--- src/rtl/norm_recip.sv ---
// norm_recip: fixed-point reciprocal stage behind the leading-one normalizer.
//   Restoring divider computes floor(2^(2W-1)/mant), one quotient bit per
//   cycle, saturated to W bits; the normalizer shift count passes through.
// Optional feature macro: NORM_RECIP_ROUND_EN (one extra step, round half up).
// Ports:
//   clk, rst                 clock, synchronous active-high reset
//   in_valid/in_ready        operand handshake (ready only in IDLE)
//   mant_in[W], exp_in[EXPW] normalized mantissa and its shift count
//   out_valid/out_ready      result handshake (held until accepted)
//   recip_out[W], exp_out[EXPW], err  result, passed shift count, zero flag
module norm_recip #(
  parameter int unsigned W    = 10,
  parameter int unsigned EXPW = 5
) (
  input  logic            clk,
  input  logic            rst,
  input  logic            in_valid,
  output logic            in_ready,
  input  logic [W-1:0]    mant_in,
  input  logic [EXPW-1:0] exp_in,
  output logic            out_valid,
  input  logic            out_ready,
  output logic [W-1:0]    recip_out,
  output logic [EXPW-1:0] exp_out,
  output logic            err
);

`ifdef NORM_RECIP_ROUND_EN
  localparam int unsigned QW = W + 2;
`else
  localparam int unsigned QW = W + 1;
`endif
  localparam int unsigned CW = $clog2(QW + 1);

  // Dividend 2^(2W-1): the bits above the QW quotient positions form the
  // starting remainder 2^(W-2); every bit shifted in afterwards is zero.
  localparam logic [W:0] REM_INIT = (W+1)'(1) << (W - 2);

  typedef enum logic [1:0] {IDLE, BUSY, DONE} state_t;

  state_t          state, state_n;
  logic [W:0]      rem, rem_n;
  logic [QW-1:0]   quo, quo_n;
  logic [CW-1:0]   cnt, cnt_n;
  logic [W-1:0]    div, div_n;
  logic [EXPW-1:0] exp_q, exp_q_n;
  logic            zero_q, zero_q_n;
  logic            in_ready_n, out_valid_n, err_n;
  logic [W-1:0]    recip_n;
  logic [EXPW-1:0] exp_out_n;

  logic [W:0]      rem_sh_c;
  logic [W+1:0]    diff_c;
  logic            qbit_c;
  logic [QW-1:0]   quo_step_c;

  // Final quotient to W-bit result with saturation (and optional rounding).
  function automatic logic [W-1:0] finish_q(input logic [QW-1:0] q);
`ifdef NORM_RECIP_ROUND_EN
    logic [W+1:0] sum;
    sum = {1'b0, q[QW-1:1]} + (W+2)'(q[0]);
    return (|sum[W+1:W]) ? {W{1'b1}} : sum[W-1:0];
`else
    return q[W] ? {W{1'b1}} : q[W-1:0];
`endif
  endfunction

  // One restoring step: shift in a zero dividend bit, trial subtract.
  always_comb begin
    rem_sh_c   = {rem[W-1:0], 1'b0};
    diff_c     = {1'b0, rem_sh_c} - {2'b00, div};
    qbit_c     = ~diff_c[W+1];
    quo_step_c = {quo[QW-2:0], qbit_c};
  end

  // Next-state and next-output logic.
  always_comb begin
    state_n   = state;
    rem_n     = rem;
    quo_n     = quo;
    cnt_n     = cnt;
    div_n     = div;
    exp_q_n   = exp_q;
    zero_q_n  = zero_q;
    recip_n   = recip_out;
    exp_out_n = exp_out;
    err_n     = err;

    case (state)
      IDLE: begin
        if (in_valid && in_ready) begin
          div_n    = mant_in;
          exp_q_n  = exp_in;
          zero_q_n = (mant_in == '0);
          rem_n    = REM_INIT;
          quo_n    = '0;
          cnt_n    = CW'(QW);
          state_n  = BUSY;
        end
      end
      BUSY: begin
        rem_n = qbit_c ? diff_c[W:0] : rem_sh_c;
        quo_n = quo_step_c;
        cnt_n = cnt - CW'(1);
        if (cnt == CW'(1)) begin
          state_n   = DONE;
          recip_n   = zero_q ? {W{1'b1}} : finish_q(quo_step_c);
          exp_out_n = exp_q;
          err_n     = zero_q;
        end
      end
      DONE: begin
        if (out_ready) state_n = IDLE;
      end
      default: state_n = IDLE;
    endcase

    in_ready_n  = (state_n == IDLE);
    out_valid_n = (state_n == DONE);
  end

  // State and registered outputs.
  always_ff @(posedge clk) begin
    if (rst) begin
      state     <= IDLE;
      rem       <= '0;
      quo       <= '0;
      cnt       <= '0;
      div       <= '0;
      exp_q     <= '0;
      zero_q    <= 1'b0;
      in_ready  <= 1'b1;
      out_valid <= 1'b0;
      recip_out <= '0;
      exp_out   <= '0;
      err       <= 1'b0;
    end else begin
      state     <= state_n;
      rem       <= rem_n;
      quo       <= quo_n;
      cnt       <= cnt_n;
      div       <= div_n;
      exp_q     <= exp_q_n;
      zero_q    <= zero_q_n;
      in_ready  <= in_ready_n;
      out_valid <= out_valid_n;
      recip_out <= recip_n;
      exp_out   <= exp_out_n;
      err       <= err_n;
    end
  end

endmodule

--- config.mk ---
export PLATFORM = sky130hd
export DESIGN_NAME = norm_recip
export DESIGN_NICKNAME = d
export VERILOG_FILES = /design/src/rtl/norm_recip.sv
export SDC_FILE = /design/constraint.sdc
export NUM_CORES = 1
export LEC_CHECK = 0
export CAP_MARGIN = 10
export CORE_ASPECT_RATIO = 0.6
export CORE_MARGIN = 3
export CORE_UTILIZATION = 40
export DETAILED_ROUTE_END_ITERATION = 7
export PLACE_DENSITY_LB_ADDON = 0.08
export RECOVER_POWER = 50
export SLEW_MARGIN = 20
export SYNTH_ARGS = -nofsm -noshare
export SYNTH_HDL_FRONTEND = slang
export SYNTH_SLANG_ARGS = --single-unit
export TNS_END_PERCENT = 50
--- constraint.sdc ---
create_clock -name clk -period 1.96 [get_ports clk]
set_clock_uncertainty 0.15 [all_clocks]
set_input_delay 0.588 -clock clk [delete_from_list [all_inputs] [get_ports clk]]
set_output_delay 0.588 -clock clk [all_outputs]
set_load 0.02 [all_outputs]
== After elaboration in Yosys (flattened, before gate mapping) ==
Cells that the tools add are included.
Operators by class
  add/subtract/negate cells: 2
  equal/unequal tests: 5
  muxes and demuxes: 13
  bitwise logic cells: 1
  reduce and logical (&&, ||, !) cells: 8
Operators by type and width (count)
  $mux W10: 5
  $pmux W10 S2: 2
  $sub A11 B10 Y12: 1
  $logic_not A10 Y1: 1
  $pmux W4 S2: 1
  $mux W2: 3
  $pmux W2 S3: 1
  $reduce_and A2 Y1: 3
  $eq A2 B2 Y1 const B: 2
  $eq A4 B1 Y1 const B: 1
  $logic_not A2 Y1: 2
  $mux W4: 1
  $sub A4 B1 Y4 const B: 1
  $eq A2 B1 Y1 const B: 1
  $ne A2 B2 Y1 const B: 1
  $reduce_bool A2 Y1: 1
  $logic_and A1 B1 Y1: 1
  $not A1 Y1: 1
Word-level totals
  flip-flop bits (word level): 60
  output and inout port bits: 18

== Depth between registers and ports, before layout ==
  depth in word-level cells: 4
  depth in mapped cells: 9

== Least setup slack after synthesis ==
OpenSTA, ideal clock, no wires.
  path kind: register -> register
  start: reg div[0]
  end: reg rem[8]
  data arrival time: 1.756 ns
  required time: 1.673 ns
  path slack: -0.083 ns
  stages on the path, launching flop included: 9
  buffers on the path: 0
  cells stage by stage: dfxtp_1 > inv_1 > fa_1 > a21oi_1 > o21ai_1 > a2111oi_0 > nor3_1 > xnor2_1 > a31oi_1
Between the ends
  longest elaborated chain between the ends: 3
Ends and longest elaborated chain
  start: declaration: line 45  | logic [W-1:0] div, div_n;
  start signal: assignment: line 142  | div <= div_n;
  $sub A11 B10 Y12: line 71  | diff_c = {1'b0, rem_sh_c} - {2'b00, div};
  $mux W10: line 102  | rem_n = qbit_c ? diff_c[W:0] : rem_sh_c;
  $pmux W10 S2: line 89  | case (state)
  end signal: assignment: line 139  | rem <= rem_n;
  end: declaration: line 42  | logic [W:0] rem, rem_n;
No other way between the ends.
A chain may end at the register's enable or synchronous reset.

== Worst setup path after layout ==
  start: reg div[1]
  end: reg rem[9]
Same word-level chain as after synthesis.

==> results.json <==
{
  "worstPathArrival_ns": 2.27,
  "synth_warnings": 0,
  "sw_frac_of_total_pct": 30.5,
  "antenna_found_initial": 0,
  "required_ns": 2.07,
  "hold_class": "register to register",
  "seqPwrFrac_pct": 30.6,
  "clock.fmax_mhz": 464,
  "comb_power_share_pct": 37.7,
  "postSynthCellCount": 336,
  "synth_top_cell_by_area": "dfxtp_1",
  "finalCriticalPeriod_ns": 2.16,
  "pre_cts_ws_ns": -0.199,
  "powerDensity_nw_per_um2": 1140,
  "synth.cell_area_um2": 2720,
  "gp_congestion": 0.858,
  "setup_viol": 12,
  "post-dp-hpwl_um": 4930,
  "whs_path_depth": 2,
  "drtAntennaViolNets": 0,
  "ys_seq_area_share_pct": 44.2,
  "leakagePower_nw": 1.61,
  "yosys.cell_types.count": 46,
  "rows": 22,
  "fillers": 555,
  "io_pins": 37,
  "relSlewSlack_pct": 72.0,
  "grt_pass1_vias": 2394,
  "wl_per_cell_um": 13.6,
  "drive_gt1_share_pct": 24.3,
  "slew_viol_final": 0,
  "numCtsBuffers": 9,
  "vias": 2588,
  "hold_viol": 0,
  "endpoint_kind": "register",
  "ys_seq_elements": 60,
  "synth_area_leaders": "dfxtp_1 44%, nand2_1 9.1%, a21oi_1 8.3%",
  "cts_root_buf": "clkbuf_16",
  "cts.sinks": 60,
  "min_period_over_period_pct": 110,
  "hold_start": "exp_q[3]",
  "pwr-share-clk_pct": 31.7,
  "avgViaCountPerCell": 5.05,
  "r2r_slack_ns": -0.20,
  "drt_iter0_drc": 140,
  "postRouteWirelength_um": 6990,
  "crit_path_start_kind": "register",
  "die-area_um2": 7840,
  "h-tree-depth": 3,
  "design_power_total_mw": 4.52,
  "clock_latency_ns": 0.32,
  "area_delta_synth_final_pct": 45.6,
  "initial_utilization_pct": 42.9,
  "grt_pass1_wl_um": 11900,
  "crit-reg2reg-launch": "div[1]",
  "final_common_cell": "nand2_1",
  "n_antenna_cell": 0,
  "intPower_mw": 3.14,
  "violations": "setup timing",
  "synth_enable_flop_cells": 0,
  "path_max_fanout": 3,
  "cts_max_path_buffers": 2,
  "synth_nets": 367,
  "power_switching_mw": 1.38,
  "path_clk_slew_ns": 0.05,
  "die_x_um": 112,
  "core_um2": 6330,
  "grt_max_degree": 27,
  "synth_flop_cell": "dfxtp_1",
  "status": "finished with violations",
  "drcViolationCount": 0,
  "dr.pass1.iters": 4,
  "rr_worst_depth": 9,
  "ys_async_sr_fraction_pct": 0,
  "ir_drop_mv": 1.36,
  "maxCapViolCount": 0,
  "r2r_end": "rem[9]",
  "portBuffers": 36,
  "critPathKind": "register to register",
  "grt_setup_unrepaired": "yes",
  "timing.hold.worst_endpoint": "exp_out[3]",
  "nets": 455,
  "worstMarginPinSlew_ns": 0.416,
  "cts_tree": "done",
  "layout.cells.most_common_list": "65 x nand2_1, 56 x dfxtp_1, 52 x buf_4",
  "synth.top_cell.area_share_pct": 44.2,
  "fin_ws_ns": -0.195,
  "fp.dieH_um": 69.8,
  "grt.total_usage_pct": 19.0,
  "overflow": 0,
  "avgSynthCellArea_um2": 8.08
}
[cells in the mapped netlist (all sizes together), types with 3 or more instances]
library cell  instances
nand2                67
or2                   3
o21ai                10
nor3                 24
xnor2                 4
a21oi                45
ha                   11
clkbuf               12
nor2                 31
mux2i                 7
a211oi                3
nand3                11
nor4                  3
dfxtp                60
buf                   5
inv                  13
nand2b                4
[final cells by class]
cell class / instances / area [um^2] / share of cell area [%]
Clock buffer: 11 / 253 / 6.39
Multi-Input combinational cell: 246 / 1510 / 38.1
Sequential cell: 60 / 1210 / 30.5
Inverter: 13 / 48.8 / 1.23
Tap cell: 84 / 105 / 2.66
Clock inverter: 4 / 25.0 / 0.633
Timing Repair Buffer: 94 / 808 / 20.4
[per-stage QoR]
stage	instances	hold slack, ns	utilization [%]	setup TNS (ns)	instance area, um^2
final	512	0.302	62.5	-1.81	3950
after global routing	512	0.319	62.5	-3.56	3950
after CTS	510	0.307	62.1	-1.61	3930
after detailed placement	487	0.299	56.0	-6.49	3540
after global placement	487	0.288	56.0	-5.69	3540
after floorplan	336	0.282	-	-0.0293	2760
[state kept, by name, indices dropped and copies added (netlist names)]
signal,count
div,10
rem,10
zero_q,1
state,2
exp_q,5
in_ready,1
quo,10
cnt,4
out_valid,1
err,1
recip_out,10
exp_out,5
[worst max-delay path: stages (launching register included)]
cell	delay, ns
dfxtp_2	0.33
inv_2	0.06
ha_4	0.26
nand2b_4	0.06
a211oi_4	0.36
o21a_1	0.21
o31ai_1	0.06
buf_4	0.15
a2111oi_2	0.29
o22a_1	0.17
[routing by layer]
metal | vias to the layer above | GRT usage [%] | part of all wire [%]
li1 | 1322 | - | -
met1 | 1204 | 28.7 | 53
met2 | 58 | 25.1 | 41
met3 | 4 | 6.80 | 5.4
met4 | 0 | 4.67 | 0.62
met5 | - | 0 | 0
[what timing repair did]
| item | CTS | global route |
|---|---|---|
| gates resized for setup | 33 | 5 |
| hold buffers | 0 | 0 |
| buffers inserted | 8 | 2 |
| endpoints found under the setup margin | 29 | 13 |
| pin swaps | 9 | 1 |
| hold endpoints to repair | 0 | 0 |
[worst max-delay path by stage]
| stage | end | depth (start not counted) | startpoint | slack [ns] |
|---|---|---|---|---|
| after floorplan | rem[9] | 8 | div[6] | -0.03 |
| after global placement | rem[1] | 9 | div[1] | -0.20 |
| after detailed placement | quo[7] | 6 | in_valid | -0.20 |
| after CTS | rem[2] | 10 | div[1] | -0.20 |
| after global routing | rem[2] | 10 | div[1] | -0.31 |
| final | rem[9] | 9 | div[1] | -0.20 |
[cells by family (layout without fill, tap and decap cells)]
family | count (synthesis) | in the layout | synth area share [%]
AOI/OAI and AO/OA | 73 | 73 | 16.7
buffers and inverters | 30 | 122 | 4.47
xor gates and xnor gates | 6 | 6 | 1.94
and+or+nand+nor | 148 | 148 | 24.3
DFF | 60 | 60 | 44.2
adders and majority gates | 12 | 12 | 5.81
muxes | 7 | 7 | 2.58
[power groups by stage]
stage	Combinational, mW	Sequential, mW	Clock [mW]
floorplan	0.827	1.41	0
global placement	1.37	1.40	0
detailed placement	1.39	1.40	0
CTS	1.66	1.38	1.46
global route	1.86	1.39	1.52
finish	1.71	1.38	1.43
Note: power is estimated with default switching activity, not from simulation.
